`src/rtl/lives_pkg.sv`:
```
// Shared geometry constants, glyph indices and blink FSM state for the lives HUD.
// Pure declarations; no logic, no latency, no flow control.
package lives_pkg;

  localparam int GLYPH_W    = 8;
  localparam int GLYPH_H    = 16;
  localparam int NUM_GLYPHS = 6;
  localparam int LABEL_W    = GLYPH_W * NUM_GLYPHS;

  typedef enum logic [2:0] {
    GLYPH_L     = 3'd0,
    GLYPH_I     = 3'd1,
    GLYPH_V     = 3'd2,
    GLYPH_E     = 3'd3,
    GLYPH_S     = 3'd4,
    GLYPH_COLON = 3'd5
  } glyph_t;

  typedef enum logic {
    IDLE  = 1'b0,
    BLINK = 1'b1
  } blink_state_t;

  function automatic logic [7:0] glyph_addr(input logic [2:0] glyph, input logic [3:0] row);
    return {1'b0, glyph, row};
  endfunction

endpackage

```
`src/rtl/lives_counter.sv`:
```
// Lives count, game_over flag and (with LIVES_BLINK_EN) the lost-life blink FSM.
// lives updates on the pulse edge; game_over follows one clock later.
// No backpressure: every pulse is acted on the edge it is seen.
module lives_counter
  import lives_pkg::*;
#(
  parameter int START_LIVES  = 3,
  parameter int MAX_LIVES    = 5,
  parameter int BLINK_FRAMES = 48
) (
  input  logic       clk,
  input  logic       reset_n,
  input  logic       frame_start,
  input  logic       life_lost,
  input  logic       add_life,
  input  logic       new_game,
  output logic [2:0] lives,
  output logic       game_over,
  output logic       blink_on,
  output logic [2:0] blink_idx
);

  logic [2:0] lives_nxt;
  logic       dec_eff;

  always_comb begin
    lives_nxt = lives;
    dec_eff   = 1'b0;
    if (new_game) begin
      lives_nxt = 3'(START_LIVES);
    end else if (life_lost && add_life) begin
      lives_nxt = lives;
    end else if (life_lost) begin
      if (lives != 3'd0) begin
        lives_nxt = lives - 3'd1;
        dec_eff   = 1'b1;
      end
    end else if (add_life) begin
      if (lives < 3'(MAX_LIVES)) lives_nxt = lives + 3'd1;
    end
  end

  always_ff @(posedge clk) begin
    if (!reset_n) begin
      lives     <= 3'(START_LIVES);
      game_over <= 1'b0;
    end else begin
      lives     <= lives_nxt;
      game_over <= (lives == 3'd0);
    end
  end

`ifdef LIVES_BLINK_EN
  blink_state_t state;
  logic [7:0]   frame_cnt;
  logic [2:0]   lost_idx;

  always_ff @(posedge clk) begin
    if (!reset_n) begin
      state     <= IDLE;
      frame_cnt <= 8'd0;
      lost_idx  <= 3'd0;
    end else if (dec_eff) begin
      // a fresh loss always restarts the blink on the newly lost slot
      state     <= BLINK;
      frame_cnt <= 8'd0;
      lost_idx  <= lives_nxt;
    end else if (state == BLINK) begin
      if (new_game || add_life) begin
        state <= IDLE;
      end else if (frame_start) begin
        if (frame_cnt == 8'(BLINK_FRAMES - 1)) state <= IDLE;
        else frame_cnt <= frame_cnt + 8'd1;
      end
    end
  end

  assign blink_on  = (state == BLINK) && !frame_cnt[3];
  assign blink_idx = lost_idx;
`else
  logic unused_blink;
  assign unused_blink = frame_start ^ dec_eff;
  assign blink_on     = 1'b0;
  assign blink_idx    = 3'd0;
`endif

endmodule

```
`src/rtl/lives_hud_renderer.sv`:
```
// Draws the "LIVES:" label and one icon per remaining life; optional blink via LIVES_BLINK_EN.
// Latency: 2 clocks from DrawX/DrawY to text_on/icon_on.
// No backpressure: free-running pixel pipeline, never stalls.
module lives_hud_renderer
  import lives_pkg::*;
#(
  parameter int TEXT_X       = 16,
  parameter int TEXT_Y       = 8,
  parameter int START_LIVES  = 3,
  parameter int MAX_LIVES    = 5,
  parameter int ICON_W       = 12,
  parameter int ICON_GAP     = 4,
  parameter int BLINK_FRAMES = 48
) (
  input  logic       Clk,
  input  logic       Reset_n,
  input  logic [9:0] DrawX,
  input  logic [9:0] DrawY,
  input  logic       frame_start,
  input  logic       life_lost,
  input  logic       add_life,
  input  logic       new_game,
  output logic [7:0] rom_addr,
  input  logic [7:0] rom_data,
  output logic       text_on,
  output logic       icon_on,
  output logic [2:0] lives,
  output logic       game_over
);

  localparam logic [9:0] TX      = 10'(TEXT_X);
  localparam logic [9:0] TY      = 10'(TEXT_Y);
  localparam logic [9:0] TX_END  = 10'(TEXT_X + LABEL_W - 1);
  localparam logic [9:0] TY_END  = 10'(TEXT_Y + GLYPH_H - 1);
  localparam logic [9:0] ICON_Y0 = 10'(TEXT_Y + 4);
  localparam logic [9:0] ICON_Y1 = 10'(TEXT_Y + 11);
  localparam int         ICON_X0    = TEXT_X + LABEL_W + ICON_GAP;
  localparam int         ICON_PITCH = ICON_W + ICON_GAP;

  logic [9:0] dx, dy;
  logic       in_text_d;
  logic       icon_hit_d;
  logic [2:0] icon_k_d;

  logic       in_text_q;
  logic [2:0] glyph_q;
  logic [3:0] row_q;
  logic [2:0] col_q;
  logic       icon_hit_q;
  logic [2:0] icon_k_q;

  logic       blink_on;
  logic [2:0] blink_idx;

  assign dx = DrawX - TX;
  assign dy = DrawY - TY;

  // compare raw coordinates so values left of/above the label never wrap into it
  assign in_text_d = (DrawX >= TX) && (DrawX <= TX_END) && (DrawY >= TY) && (DrawY <= TY_END);

  logic unused_coord;
  assign unused_coord = ^{dx[9:6], dy[9:4]};

  always_comb begin
    icon_hit_d = 1'b0;
    icon_k_d   = 3'd0;
    if (DrawY >= ICON_Y0 && DrawY <= ICON_Y1) begin
      for (int i = 0; i < MAX_LIVES; i++) begin
        if (DrawX >= 10'(ICON_X0 + i * ICON_PITCH) &&
            DrawX <= 10'(ICON_X0 + i * ICON_PITCH + ICON_W - 1)) begin
          icon_hit_d = 1'b1;
          icon_k_d   = 3'(i);
        end
      end
    end
  end

  always_ff @(posedge Clk) begin
    if (!Reset_n) begin
      in_text_q  <= 1'b0;
      glyph_q    <= 3'd0;
      row_q      <= 4'd0;
      col_q      <= 3'd0;
      icon_hit_q <= 1'b0;
      icon_k_q   <= 3'd0;
    end else begin
      in_text_q  <= in_text_d;
      glyph_q    <= dx[5:3];
      row_q      <= dy[3:0];
      col_q      <= dx[2:0];
      icon_hit_q <= icon_hit_d;
      icon_k_q   <= icon_k_d;
    end
  end

  assign rom_addr = in_text_q ? glyph_addr(glyph_q, row_q) : 8'd0;

  always_ff @(posedge Clk) begin
    if (!Reset_n) begin
      text_on <= 1'b0;
      icon_on <= 1'b0;
    end else begin
      text_on <= in_text_q & rom_data[3'd7 - col_q];
      icon_on <= icon_hit_q & ((icon_k_q < lives) | (blink_on & (icon_k_q == blink_idx)));
    end
  end

  lives_counter #(
    .START_LIVES  (START_LIVES),
    .MAX_LIVES    (MAX_LIVES),
    .BLINK_FRAMES (BLINK_FRAMES)
  ) u_lives_counter (
    .clk         (Clk),
    .reset_n     (Reset_n),
    .frame_start (frame_start),
    .life_lost   (life_lost),
    .add_life    (add_life),
    .new_game    (new_game),
    .lives       (lives),
    .game_over   (game_over),
    .blink_on    (blink_on),
    .blink_idx   (blink_idx)
  );

endmodule
```
`config.mk`:
```
export PLATFORM = sky130hd
export DESIGN_NAME = lives_hud_renderer
export DESIGN_NICKNAME = d
export VERILOG_FILES = /design/src/rtl/lives_pkg.sv /design/src/rtl/lives_counter.sv /design/src/rtl/lives_hud_renderer.sv
export SDC_FILE = /design/constraint.sdc
export NUM_CORES = 1
export LEC_CHECK = 0
export BUFFER_PORTS_ARGS = -buffer_cell sky130_fd_sc_hd__buf_2
export CAP_MARGIN = 25
export CORE_MARGIN = 3
export CORE_UTILIZATION = 45
export DETAILED_ROUTE_END_ITERATION = 12
export PLACE_DENSITY = 0.85
export SYNTH_ARGS = -nofsm -noshare
export SYNTH_HDL_FRONTEND = slang
export SYNTH_SLANG_ARGS = --single-unit
```
`constraint.sdc`:
```
create_clock -name Clk -period 1.7 [get_ports Clk]
set_clock_uncertainty 0.05 [all_clocks]
set_input_delay 0.34 -clock Clk [delete_from_list [all_inputs] [get_ports Clk]]
set_output_delay 0.34 -clock Clk [all_outputs]
set_load 0.02 [all_outputs]
```
==> impl_metrics.prom, run 1 <==
# TYPE chip_impl_metric gauge
chip_impl_info{name="outcome",value="finished, final reports clean"} 1
chip_impl_metric{name="post_route_cells_drive_above_1_share",unit=""} 0.3677
chip_impl_metric{name="setup_slack",unit="ps"} 204.9
chip_impl_metric{name="synth-warning-count",unit=""} 0
chip_impl_info{name="critical-path-slowest-cell",value="sky130_fd_sc_hd__dfxtp_1"} 1
chip_impl_metric{name="standby_leakage_power",unit="nW"} 0.6414
chip_impl_metric{name="fmaxAchievable",unit="GHz"} 0.6689
chip_impl_metric{name="std_cell_rows",unit=""} 16
chip_impl_metric{name="finalHoldViolations",unit=""} 0
chip_impl_metric{name="vias",unit=""} 911
chip_impl_metric{name="period_share",unit=""} 0.8795
chip_impl_metric{name="cts.repair_timing.setup_buffer_count",unit=""} 0
chip_impl_metric{name="synth_area_per_cell",unit="sq um"} 9.939
chip_impl_metric{name="synth-seq-area-share",unit=""} 0.3953
chip_impl_info{name="launching_point_of_the_worst_reg2reg_path",value="u_lives_counter.lives[0]"} 1
chip_impl_metric{name="path_clk_slew",unit="ps"} 120
chip_impl_metric{name="reg2regPathDepth",unit=""} 5
chip_impl_metric{name="area_delta_synth_final",unit="%"} 26.82
chip_impl_info{name="worstPathCellList",value="inv_1 -> fa_1 -> xnor2_1 -> a21o_1 -> nand2_1"} 1
chip_impl_metric{name="routability_congestion_estimate_from_global_placement",unit=""} 0.8955
chip_impl_info{name="synth.most_common_cell",value="sky130_fd_sc_hd__dfxtp_1"} 1
chip_impl_metric{name="fin_worst_hold_slack",unit="ps"} 180.9
chip_impl_metric{name="mappedNetlistArea",unit="sq mm"} 0.001064
chip_impl_metric{name="grt_util_met1",unit=""} 0.1815
chip_impl_info{name="whs_endpoint",value="row_q[1]"} 1
chip_impl_info{name="clk_root_buffer_cell",value="sky130_fd_sc_hd__clkbuf_4"} 1
chip_impl_metric{name="nets",unit=""} 198
chip_impl_metric{name="core_area",unit="sq mm"} 0.002102
chip_impl_metric{name="vias_per_cell",unit=""} 5.005
chip_impl_info{name="busiest_layer",value="met2"} 1
chip_impl_metric{name="post_synth_num_cell_types",unit=""} 39
chip_impl_metric{name="critPathBufInv",unit=""} 1
chip_impl_metric{name="first_global_vias",unit=""} 779
chip_impl_metric{name="grt_util_all_layers",unit=""} 0.1529
chip_impl_info{name="critical_path.endpoint_type",value="flip-flop"} 1
chip_impl_info{name="synthTopCellsByCount",value="21 x sky130_fd_sc_hd__dfxtp_1, 15 x sky130_fd_sc_hd__and2_1, 7 x sky130_fd_sc_hd__ha_1, 7 x sky130_fd_sc_hd__nand2_1"} 1
chip_impl_info{name="critical_path.startpoint_type",value="flip-flop"} 1
chip_impl_metric{name="htreeDepth",unit=""} 1
chip_impl_metric{name="largest_net_degree_at_the_start_of_global_routing",unit=""} 15
chip_impl_metric{name="global_route.usage.met3",unit=""} 0.02452
chip_impl_info{name="grt_setup_unrepaired",value="no"} 1
chip_impl_info{name="worstSetupPathType",value="flip-flop to flip-flop"} 1
chip_impl_metric{name="antenna_cells_inserted",unit=""} 0
chip_impl_metric{name="post-route-drc-count",unit=""} 0
chip_impl_metric{name="final_antenna_net_count",unit=""} 0
chip_impl_metric{name="postCtsHoldBufs",unit=""} 0
chip_impl_metric{name="required",unit="ps"} 1860
chip_impl_metric{name="worstPathArrival",unit="ps"} 1650
chip_impl_metric{name="port_buffers",unit=""} 45
chip_impl_metric{name="grt_first_pass_wirelength",unit="um"} 3284
chip_impl_metric{name="globalRouteMet2Util",unit=""} 0.2815
chip_impl_metric{name="design.die.area",unit="sq mm"} 0.002983
chip_impl_info{name="cell_class_contributing_the_biggest_share_of_worst_path_delay",value="flip-flops"} 1
chip_impl_metric{name="detailedRoute.firstIterationViolations",unit=""} 22
chip_impl_metric{name="clock_latency",unit="ps"} 300
chip_impl_metric{name="clock_sink_count",unit=""} 21
chip_impl_metric{name="synth_top_area_frac",unit=""} 0.3953
chip_impl_info{name="dominant_register_cell_in_the_synthesized_netlist",value="sky130_fd_sc_hd__dfxtp_1"} 1
chip_impl_info{name="synth_top_cells_by_area",value="sky130_fd_sc_hd__dfxtp_1 40%, sky130_fd_sc_hd__and2_1 8.8%, sky130_fd_sc_hd__ha_1 8.2%, sky130_fd_sc_hd__mux4_2 4.2%, sky130_fd_sc_hd__nor2b_1 2.9%"} 1
chip_impl_metric{name="start_util",unit=""} 0.5060
chip_impl_metric{name="fillCellCount",unit=""} 188
chip_impl_metric{name="number_of_synthesized_register_bits",unit=""} 21
chip_impl_metric{name="setup_viol",unit=""} 0
chip_impl_metric{name="numPlacedInstances",unit=""} 178
chip_impl_metric{name="post_detailed_route_wirelength_per_cell",unit="um"} 12.37
chip_impl_info{name="hold_crit_class",value="input pin to flip-flop"} 1
chip_impl_metric{name="postLayoutCoreUtil",unit=""} 0.6417
chip_impl_info{name="r2r-end",value="u_lives_counter.lives[2]"} 1
chip_impl_metric{name="post_synthesis_instance_total",unit=""} 107
chip_impl_metric{name="vdd_drop_max",unit="mV"} 0.4390
chip_impl_info{name="tritoncts",value="built"} 1
chip_impl_metric{name="drv.max_cap_violation_count",unit=""} 0
chip_impl_metric{name="dp_slack",unit="ps"} -1.805
chip_impl_metric{name="grt_antenna_before_repair",unit=""} 0
chip_impl_metric{name="layout.cells.non_filler",unit=""} 182
chip_impl_info{name="worst_hold_startpoint",value="DrawY[1]"} 1
chip_impl_metric{name="tritoncts_buffer_count",unit=""} 3
chip_impl_metric{name="io_pins",unit=""} 48
chip_impl_metric{name="postCtsResizedCells",unit=""} 0
chip_impl_metric{name="crit_path_max_fanout",unit=""} 6
chip_impl_metric{name="synthesized_nets",unit=""} 149
chip_impl_metric{name="number_of_synthesized_flops_with_an_enable_pin",unit=""} 0
chip_impl_metric{name="globalRouteOverflowTotal",unit=""} 0
chip_impl_metric{name="async_reset_ff_frac",unit=""} 0
chip_impl_metric{name="slew_viol_final",unit=""} 0
chip_impl_metric{name="rrSetupSlack",unit="ps"} 200
chip_impl_metric{name="clock_path_buffers",unit=""} 2
chip_impl_metric{name="worst_path_largest_cell_delay",unit="ps"} 450
chip_impl_metric{name="power_per_cell_area",unit="mW/mm^2"} 670.9
chip_impl_metric{name="post-layout-total-power",unit="W"} 0.0009049
chip_impl_info{name="post-synth-top-area-cell",value="sky130_fd_sc_hd__dfxtp_1"} 1
chip_impl_metric{name="detail_route.wirelength",unit="um"} 2251
chip_impl_metric{name="number_of_cells_on_the_worst_hold_path",unit=""} 2
chip_impl_metric{name="layout_min_cycle_time",unit="ps"} 1495
chip_impl_metric{name="drt_first_pass_iters",unit=""} 4
chip_impl_metric{name="die_w",unit="um"} 54.62
chip_impl_metric{name="dp.final_hpwl",unit="um"} 1854
chip_impl_metric{name="die_h",unit="um"} 54.62
[layout by cell type, fill, tap and decap left out, types with 2 or more instances in the layout]
master	netlist	routed
sky130_fd_sc_hd__ha_1	7	7
sky130_fd_sc_hd__mux4_2	2	2
sky130_fd_sc_hd__o2bb2ai_1	2	2
sky130_fd_sc_hd__buf_2	0	45
sky130_fd_sc_hd__and2_1	15	15
sky130_fd_sc_hd__inv_1	6	6
sky130_fd_sc_hd__xnor2_1	3	3
sky130_fd_sc_hd__clkbuf_4	0	3
sky130_fd_sc_hd__o21ai_0	3	3
sky130_fd_sc_hd__dfxtp_1	21	21
sky130_fd_sc_hd__a21o_1	2	2
sky130_fd_sc_hd__nor2_1	6	6
sky130_fd_sc_hd__nand2_1	7	7
sky130_fd_sc_hd__nor2b_1	5	5
sky130_fd_sc_hd__or3_1	2	2
[worst reg2reg max path: cells and delay by family, from the launching register on]
kind                     cells  cell delay [ps]
AND/OR/NAND/NOR              1               40
buffers and inverters        1              100
adder cells (fa/ha/maj)      1              410
AO/OA/AOI/OAI                1              140
XOR/XNOR                     1              210
flip-flops                   1              450
[logic make-up after synthesis]
logic type / count (synthesis) / synth area share
flops: 21 / 0.3953
buf+inv: 8 / 0.03176
fa+ha+maj: 8 / 0.1012
mux: 3 / 0.05176
simple gates: 49 / 0.2812
other cells: 1 / 0.003526
xor+xnor: 3 / 0.02471
compound gates: 14 / 0.1106
[flip-flops by register name (all words and copies together) (netlist names)]
signal,flops
col_q,3
icon_hit_q,1
u_lives_counter.lives,3
glyph_q,3
text_on,1
icon_k_q,3
in_text_q,1
icon_on,1
u_lives_counter.game_over,1
row_q,4
[area by class of cell]
| class | instances | area [sq um] | area share |
|---|---|---|---|
| clock buffer | 3 | 22.52 | 0.01670 |
| clock inverter | 1 | 7.507 | 0.005566 |
| inverter | 6 | 22.52 | 0.01670 |
| multi-input combinational | 78 | 609.3 | 0.4518 |
| sequential | 21 | 420.4 | 0.3117 |
| tap | 27 | 33.78 | 0.02505 |
| timing repair buffer | 46 | 232.7 | 0.1725 |
[worst max path at each step]
stage | cells after the start | start | end | slack, ps
5_1_grt | 5 | u_lives_counter.lives[0] | u_lives_counter.lives[2] | 70
3_3_place_gp | 5 | DrawY[6] | icon_hit_q | 40
2_1_floorplan | 5 | u_lives_counter.lives[0] | u_lives_counter.lives[2] | 190
4_1_cts | 5 | u_lives_counter.lives[0] | u_lives_counter.lives[2] | 200
3_5_place_dp | 5 | DrawY[6] | icon_hit_q | -2
6_report | 5 | u_lives_counter.lives[0] | u_lives_counter.lives[2] | 200
[power by group]
group / total (W) / switching [W] / internal, W
clock network: 0.000239 / 0.000150 / 0.0000895
logic: 0.000146 / 0.0000713 / 0.0000750
registers: 0.000519 / 0.0000104 / 0.000509
[per-layer routing]
metal	wire, um	vias to the layer above
met5	0	-
met4	0	0
met3	198	0
met2	1176	43
met1	875	404
li1	-	464
[through the flow]
step                      area [sq um]  TNS, ps
after floorplan                   1064        0
after CTS                         1349        0
after global placement            1319        0
after detailed placement          1319   -1.805
after global routing              1349        0
final                             1349        0
No activity file was read; power rests on OpenSTA's default activity.
==> inputs of run 2 (changes only) <==
--- a/config.mk
+++ b/config.mk
@@ -10,7 +10,8 @@
 export CORE_MARGIN = 3
 export CORE_UTILIZATION = 45
 export DETAILED_ROUTE_END_ITERATION = 12
-export PLACE_DENSITY = 0.85
+export PLACE_DENSITY = 0.82
 export SYNTH_ARGS = -nofsm -noshare
 export SYNTH_HDL_FRONTEND = slang
+export SYNTH_HIERARCHICAL = 1
 export SYNTH_SLANG_ARGS = --single-unit
==> impl_metrics.prom, run 2 <==
# TYPE chip_impl_metric gauge
chip_impl_metric{name="grt_antenna_before_repair",unit=""} 0
chip_impl_metric{name="drv.max_cap_violation_count",unit=""} 0
chip_impl_metric{name="power_per_cell_area",unit="mW/mm^2"} 613.5
chip_impl_info{name="tritoncts",value="built"} 1
chip_impl_metric{name="io_pins",unit=""} 48
chip_impl_metric{name="tritoncts_buffer_count",unit=""} 3
chip_impl_info{name="critical-path-slowest-cell",value="sky130_fd_sc_hd__fa_2"} 1
chip_impl_metric{name="vias",unit=""} 1180
chip_impl_info{name="post-synth-top-area-cell",value="sky130_fd_sc_hd__dfxtp_1"} 1
chip_impl_info{name="synth.most_common_cell",value="sky130_fd_sc_hd__dfxtp_1"} 1
chip_impl_info{name="hold_crit_class",value="input pin to flip-flop"} 1
chip_impl_metric{name="dp.final_hpwl",unit="um"} 2425
chip_impl_metric{name="synth_area_per_cell",unit="sq um"} 9.000
chip_impl_metric{name="number_of_synthesized_register_bits",unit=""} 21
chip_impl_metric{name="post-layout-total-power",unit="W"} 0.0009618
chip_impl_metric{name="vdd_drop_max",unit="mV"} 0.3983
chip_impl_metric{name="largest_net_degree_at_the_start_of_global_routing",unit=""} 17
chip_impl_metric{name="start_util",unit=""} 0.4907
chip_impl_metric{name="post_detailed_route_wirelength_per_cell",unit="um"} 14.00
chip_impl_metric{name="worstPathArrival",unit="ps"} 1800
chip_impl_metric{name="die_h",unit="um"} 58.92
chip_impl_metric{name="max_reg_flops",unit=""} 4
chip_impl_metric{name="critPathBufInv",unit=""} 1
chip_impl_info{name="synth_top_cells_by_area",value="sky130_fd_sc_hd__dfxtp_1 33%, sky130_fd_sc_hd__and2_1 7.0%, sky130_fd_sc_hd__ha_1 7.0%, sky130_fd_sc_hd__xnor2_1 4.2%, sky130_fd_sc_hd__buf_4 3.6%"} 1
chip_impl_metric{name="synth-seq-area-share",unit=""} 0.3337
chip_impl_metric{name="core_area",unit="sq mm"} 0.002567
chip_impl_metric{name="finalHoldViolations",unit=""} 0
chip_impl_metric{name="period_share",unit=""} 0.9517
chip_impl_metric{name="post_synthesis_instance_total",unit=""} 140
chip_impl_metric{name="post_synth_num_cell_types",unit=""} 43
chip_impl_metric{name="nets",unit=""} 234
chip_impl_info{name="synthTopCellsByCount",value="21 x sky130_fd_sc_hd__dfxtp_1, 14 x sky130_fd_sc_hd__and2_1, 9 x sky130_fd_sc_hd__inv_1"} 1
chip_impl_metric{name="antenna_cells_inserted",unit=""} 0
chip_impl_metric{name="detail_route.wirelength",unit="um"} 3093
chip_impl_metric{name="clock_latency",unit="ps"} 310
chip_impl_info{name="critical_path.endpoint_type",value="flip-flop"} 1
chip_impl_info{name="cell_class_contributing_the_biggest_share_of_worst_path_delay",value="compound AO/OA/AOI/OAI gates"} 1
chip_impl_metric{name="post-route-drc-count",unit=""} 0
chip_impl_info{name="worstPathCellList",value="inv_1 -> fa_2 -> o31a_1 -> o31ai_1"} 1
chip_impl_metric{name="std_cell_rows",unit=""} 18
chip_impl_metric{name="design.die.area",unit="sq mm"} 0.003471
chip_impl_metric{name="fmaxAchievable",unit="GHz"} 0.6181
chip_impl_metric{name="clock_sink_count",unit=""} 21
chip_impl_metric{name="area_delta_synth_final",unit="%"} 24.43
chip_impl_metric{name="drt_first_pass_iters",unit=""} 4
chip_impl_metric{name="die_w",unit="um"} 58.92
chip_impl_metric{name="detailedRoute.firstIterationViolations",unit=""} 45
chip_impl_metric{name="crit_path_max_fanout",unit=""} 7
chip_impl_info{name="most-common-layout-cells",value="45 x sky130_fd_sc_hd__buf_2, 19 x sky130_fd_sc_hd__dfxtp_1, 14 x sky130_fd_sc_hd__and2_1, 9 x sky130_fd_sc_hd__inv_1, 8 x sky130_fd_sc_hd__buf_4"} 1
chip_impl_metric{name="required",unit="ps"} 1880
chip_impl_metric{name="postCtsHoldBufs",unit=""} 0
chip_impl_metric{name="setup_viol",unit=""} 0
chip_impl_metric{name="globalRouteOverflowTotal",unit=""} 0
chip_impl_metric{name="postLayoutCoreUtil",unit=""} 0.6106
chip_impl_metric{name="number_of_synthesized_flops_with_an_enable_pin",unit=""} 0
chip_impl_metric{name="synth_top_area_frac",unit=""} 0.3337
chip_impl_metric{name="worst_path_largest_cell_delay",unit="ps"} 450
chip_impl_info{name="outcome",value="finished, final reports clean"} 1
chip_impl_metric{name="post_route_cells_drive_above_1_share",unit=""} 0.3403
chip_impl_info{name="critical_path.startpoint_type",value="flip-flop"} 1
chip_impl_metric{name="async_reset_ff_frac",unit=""} 0
chip_impl_metric{name="mappedNetlistArea",unit="sq mm"} 0.001260
chip_impl_metric{name="vias_per_cell",unit=""} 5.339
chip_impl_metric{name="postCtsResizedCells",unit=""} 0
chip_impl_metric{name="fillCellCount",unit=""} 231
chip_impl_metric{name="grt_first_pass_wirelength",unit="um"} 5112
chip_impl_metric{name="path_clk_slew",unit="ps"} 120
chip_impl_metric{name="first_global_vias",unit=""} 1188
chip_impl_metric{name="clock_path_buffers",unit=""} 2
chip_impl_info{name="clk_root_buffer_cell",value="sky130_fd_sc_hd__clkbuf_4"} 1
chip_impl_info{name="layout_commonest_cell",value="sky130_fd_sc_hd__buf_2"} 1
chip_impl_metric{name="slew_viol_final",unit=""} 0
chip_impl_metric{name="cts.repair_timing.setup_buffer_count",unit=""} 0
chip_impl_info{name="largest_register",value="row_q"} 1
chip_impl_metric{name="synth-warning-count",unit=""} 6
chip_impl_metric{name="standby_leakage_power",unit="nW"} 0.7715
chip_impl_metric{name="layout_min_cycle_time",unit="ps"} 1618
chip_impl_info{name="dominant_register_cell_in_the_synthesized_netlist",value="sky130_fd_sc_hd__dfxtp_1"} 1
chip_impl_metric{name="routability_congestion_estimate_from_global_placement",unit=""} 0.8167
chip_impl_metric{name="port_buffers",unit=""} 45
chip_impl_metric{name="grt_util_all_layers",unit=""} 0.1914
chip_impl_info{name="grt_setup_unrepaired",value="no"} 1
chip_impl_metric{name="final_antenna_net_count",unit=""} 0
chip_impl_info{name="worstSetupPathType",value="flip-flop to flip-flop"} 1
chip_impl_metric{name="htreeDepth",unit=""} 1
-- run 2: cell count changes in the layout (fill, tap and decap cells not counted), sizes merged, moves of 3 or more --
cell	previous run	this run
xnor2	3	6
inv	6	9
and3b	0	3
nand2b	1	5
buf	46	53
conb	1	5
a21oi	0	7
-- run 2: worst paths after layout --
| kind | startpoint | to | slack [ps] | depth (start not counted) |
|---|---|---|---|---|
| worst max-delay path | u_lives_counter/lives[1] | u_lives_counter/lives[1] | 80 | 4 |
| worst max register to register | u_lives_counter/lives[1] | u_lives_counter/lives[1] | 80 | 4 |
| worst min-delay path | DrawY[1] | row_q[1] | 170 | 2 |
| worst min register to register | icon_hit_q | icon_on | 380 | 2 |
-- run 2: logic make-up (layout without fill, tap and decap cells) --
logic type | count (synthesis) | after routing | synth area share
simple gates | 58 | 58 | 0.2880
buf+inv | 18 | 66 | 0.07347
flops | 21 | 21 | 0.3337
mux | 3 | 3 | 0.04369
other cells | 2 | 5 | 0.005961
fa+ha+maj | 8 | 8 | 0.08540
compound gates | 24 | 24 | 0.1281
xor+xnor | 6 | 6 | 0.04171
-- run 2: where the power goes --
part           switching, W  internal, W
Clock              0.000165    0.0000881
Combinational     0.0000933    0.0000958
Sequential        0.0000102     0.000510
-- run 2: worst reg2reg max path: cells and delay by family, from the launching register on --
family	cells	cell delay [ps]
AOI/OAI and AO/OA	2	540
DFF	1	410
adders and majority gates	1	450
buffers and inverters	1	90
-- run 2: per-layer routing --
metal,up-vias,track usage,part of all wire
met5,-,0,0
li1,577,-,-
met1,541,0.2182,0.35
met2,55,0.3565,0.56
met4,0,0.07443,0.019
met3,7,0.02412,0.062
-- run 2: through the flow --
stage / hold WS [ps] / setup TNS [ps] / cell area (sq um) / worst slack, ps / cells
2_1_floorplan: 347.5 / 0 / 1276 / 16.77 / 143
3_3_place_gp: 365.9 / -283.0 / 1540 / -104.7 / 217
3_5_place_dp: 367.7 / -441.5 / 1540 / -146.9 / 217
4_1_cts: 165.0 / 0 / 1568 / 100.7 / 221
5_1_grt: 161.7 / 0 / 1568 / 38.33 / 221
6_report: 165.2 / 0 / 1568 / 82.12 / 221
-- run 2: cell type report --
class | instances | area (sq um) | area share
Multi-Input combinational cell | 104 | 760.7 | 0.4852
Sequential cell | 21 | 422.9 | 0.2698
Timing Repair Buffer | 53 | 285.3 | 0.1820
Tap cell | 30 | 37.54 | 0.02394
Inverter | 9 | 33.78 | 0.02155
Clock buffer | 3 | 22.52 | 0.01437
Clock inverter | 1 | 5.005 | 0.003192
==> inputs of run 3 (changes only) <==
--- a/config.mk
+++ b/config.mk
@@ -7,10 +7,13 @@
 export LEC_CHECK = 0
 export BUFFER_PORTS_ARGS = -buffer_cell sky130_fd_sc_hd__buf_2
 export CAP_MARGIN = 25
+export CORE_ASPECT_RATIO = 0.9
 export CORE_MARGIN = 3
 export CORE_UTILIZATION = 45
+export CTS_CLUSTER_DIAMETER = 50
 export DETAILED_ROUTE_END_ITERATION = 12
 export PLACE_DENSITY = 0.82
+export SLEW_MARGIN = 20
 export SYNTH_ARGS = -nofsm -noshare
 export SYNTH_HDL_FRONTEND = slang
 export SYNTH_HIERARCHICAL = 1
==> impl_metrics.prom, run 3 (synthesis gave the netlist of run 2 again) <==
# TYPE chip_impl_metric gauge
chip_impl_metric{name="layout.cells.non_filler",unit=""} 219
chip_impl_metric{name="port_buffers",unit=""} 45
chip_impl_info{name="launching_point_of_the_worst_reg2reg_path",value="u_lives_counter/lives[1]"} 1
chip_impl_metric{name="vdd_drop_max",unit="mV"} 0.2896
chip_impl_info{name="critical_path.startpoint_type",value="flip-flop"} 1
chip_impl_metric{name="grt_antenna_before_repair",unit=""} 0
chip_impl_metric{name="setup_viol",unit=""} 0
chip_impl_metric{name="fmaxAchievable",unit="GHz"} 0.6154
chip_impl_info{name="worstSetupPathType",value="flip-flop to flip-flop"} 1
chip_impl_metric{name="antenna_cells_inserted",unit=""} 0
chip_impl_metric{name="post_detailed_route_wirelength_per_cell",unit="um"} 13.25
chip_impl_metric{name="post-layout-total-power",unit="W"} 0.0009350
chip_impl_metric{name="standby_leakage_power",unit="nW"} 0.7703
chip_impl_metric{name="globalRouteOverflowTotal",unit=""} 0
chip_impl_metric{name="vias",unit=""} 1131
chip_impl_metric{name="dp.final_hpwl",unit="um"} 2440
chip_impl_metric{name="sw_frac_of_total",unit=""} 0.2563
chip_impl_metric{name="nets",unit=""} 234
chip_impl_info{name="hold_crit_class",value="input pin to flip-flop"} 1
chip_impl_metric{name="slew_viol_final",unit=""} 0
chip_impl_metric{name="layout_min_cycle_time",unit="ps"} 1625
chip_impl_metric{name="final_antenna_net_count",unit=""} 0
chip_impl_metric{name="detailedRoute.firstIterationViolations",unit=""} 18
chip_impl_metric{name="clock_latency",unit="ps"} 290
chip_impl_info{name="critical_path.endpoint_type",value="flip-flop"} 1
chip_impl_metric{name="grt_first_pass_wirelength",unit="um"} 4795
chip_impl_metric{name="setup_slack",unit="ps"} 75.10
chip_impl_metric{name="post_route_cells_drive_above_1_share",unit=""} 0.3403
chip_impl_info{name="most-common-layout-cells",value="45 x sky130_fd_sc_hd__buf_2, 19 x sky130_fd_sc_hd__dfxtp_1, 14 x sky130_fd_sc_hd__and2_1, 9 x sky130_fd_sc_hd__inv_1, 8 x sky130_fd_sc_hd__buf_4"} 1
chip_impl_metric{name="required",unit="ps"} 1840
chip_impl_metric{name="crit_path_max_fanout",unit=""} 7
chip_impl_metric{name="design_area",unit="sq mm"} 0.001573
chip_impl_metric{name="start_util",unit=""} 0.4936
chip_impl_metric{name="std_cell_rows",unit=""} 17
chip_impl_metric{name="core_area",unit="sq mm"} 0.002552
chip_impl_metric{name="io_pins",unit=""} 48
chip_impl_metric{name="htreeDepth",unit=""} 1
chip_impl_metric{name="largest_net_degree_at_the_start_of_global_routing",unit=""} 17
chip_impl_metric{name="routability_congestion_estimate_from_global_placement",unit=""} 0.8675
chip_impl_metric{name="power_per_cell_area",unit="mW/mm^2"} 594.5
chip_impl_metric{name="first_global_vias",unit=""} 1130
chip_impl_metric{name="grt_util_all_layers",unit=""} 0.1806
chip_impl_metric{name="post-route-drc-count",unit=""} 0
chip_impl_metric{name="die_w",unit="um"} 61.78
chip_impl_metric{name="postCtsHoldBufs",unit=""} 0
chip_impl_info{name="grt_setup_unrepaired",value="no"} 1
chip_impl_metric{name="drv.max_cap_violation_count",unit=""} 0
chip_impl_metric{name="drt_first_pass_iters",unit=""} 4
chip_impl_metric{name="p_int",unit="W"} 0.0006954
chip_impl_metric{name="total_placed_instance_area",unit="sq mm"} 0.001538
chip_impl_info{name="clk_root_buffer_cell",value="sky130_fd_sc_hd__clkbuf_4"} 1
chip_impl_metric{name="worstPathArrival",unit="ps"} 1760
chip_impl_metric{name="p_seq_frac",unit=""} 0.555
chip_impl_metric{name="vias_per_cell",unit=""} 5.164
chip_impl_metric{name="clock_path_buffers",unit=""} 2
chip_impl_info{name="worst_hold_startpoint",value="DrawY[0]"} 1
chip_impl_metric{name="p_comb_frac",unit=""} 0.198
chip_impl_metric{name="path_clk_slew",unit="ps"} 110
chip_impl_metric{name="max_reg_flops",unit=""} 4
chip_impl_metric{name="share_clk_of_total_power",unit=""} 0.247
chip_impl_metric{name="clock_sink_count",unit=""} 21
chip_impl_metric{name="design.die.area",unit="sq mm"} 0.003472
chip_impl_metric{name="numPlacedInstances",unit=""} 215
chip_impl_info{name="layout_commonest_cell",value="sky130_fd_sc_hd__buf_2"} 1
chip_impl_info{name="tritoncts",value="built"} 1
chip_impl_metric{name="tritoncts_buffer_count",unit=""} 3
chip_impl_metric{name="netSwitchingPower",unit="W"} 0.0002396
chip_impl_info{name="largest_register",value="row_q"} 1
chip_impl_metric{name="period_share",unit=""} 0.9558
chip_impl_metric{name="dp_slack",unit="ps"} -157.4
chip_impl_metric{name="area_delta_synth_final",unit="%"} 24.83
chip_impl_metric{name="die_h",unit="um"} 56.20
chip_impl_info{name="outcome",value="finished, final reports clean"} 1
chip_impl_metric{name="detail_route.wirelength",unit="um"} 2902
chip_impl_metric{name="fin_worst_hold_slack",unit="ps"} 181.2
chip_impl_metric{name="finalHoldViolations",unit=""} 0
chip_impl_info{name="setup.worst_path.start",value="u_lives_counter/lives[1]"} 1
## run 3: final cells by class
| class | count | area [sq um] |
|---|---|---|
| flip-flops and latches | 21 | 425.4 |
| fillers | 221 | 979.7 |
| clock buffers | 4 | 26.28 |
| well taps | 28 | 35.03 |
| repair buffers | 53 | 285.3 |
| inverters | 9 | 33.78 |
| multi-input cells | 104 | 767.0 |
## run 3: timing repair
| action | 4_1_cts | 5_1_grt |
|---|---|---|
| setup buffers | 0 | 0 |
| resized for setup | 0 | 2 |
| endpoints found under the setup margin | 0 | 1 |
## run 3: power groups by stage
stage	combinational [W]	clock, W	sequential (W)
floorplan	0.000104	0	0.000534
global placement	0.000172	0	0.000529
detailed placement	0.000183	0	0.000531
CTS	0.000183	0.000241	0.000520
global route	0.000205	0.000263	0.000521
finish	0.000185	0.000231	0.000519
## run 3: stage by stage
stage | util | TNS (ps)
2_1_floorplan | - | 0
3_3_place_gp | 0.6025 | -277.7
3_5_place_dp | 0.6025 | -493.5
4_1_cts | 0.6127 | 0
5_1_grt | 0.6162 | 0
6_report | 0.6162 | 0
## run 3: routing by layer
metal | vias up | track usage | wire length, um
met4 | 0 | 0.06970 | 65
met3 | 6 | 0.02552 | 100
li1 | 578 | - | -
met5 | - | 0 | 0
met2 | 30 | 0.3154 | 1558
met1 | 517 | 0.2136 | 1177
## run 3: worst paths after layout
check | end | slack, ps | depth (start not counted)
max | u_lives_counter/lives[2] | 80 | 5
min | row_q[0] | 180 | 2
max reg2reg | u_lives_counter/lives[2] | 80 | 5
min reg2reg | icon_on | 400 | 2
## run 3: worst max-delay path, cell delays in order (launching register included)
cell,delay [ps]
sky130_fd_sc_hd__dfxtp_4,390
sky130_fd_sc_hd__inv_1,70
sky130_fd_sc_hd__fa_2,350
sky130_fd_sc_hd__and3b_2,220
sky130_fd_sc_hd__nor3b_1,150
sky130_fd_sc_hd__o31a_1,290
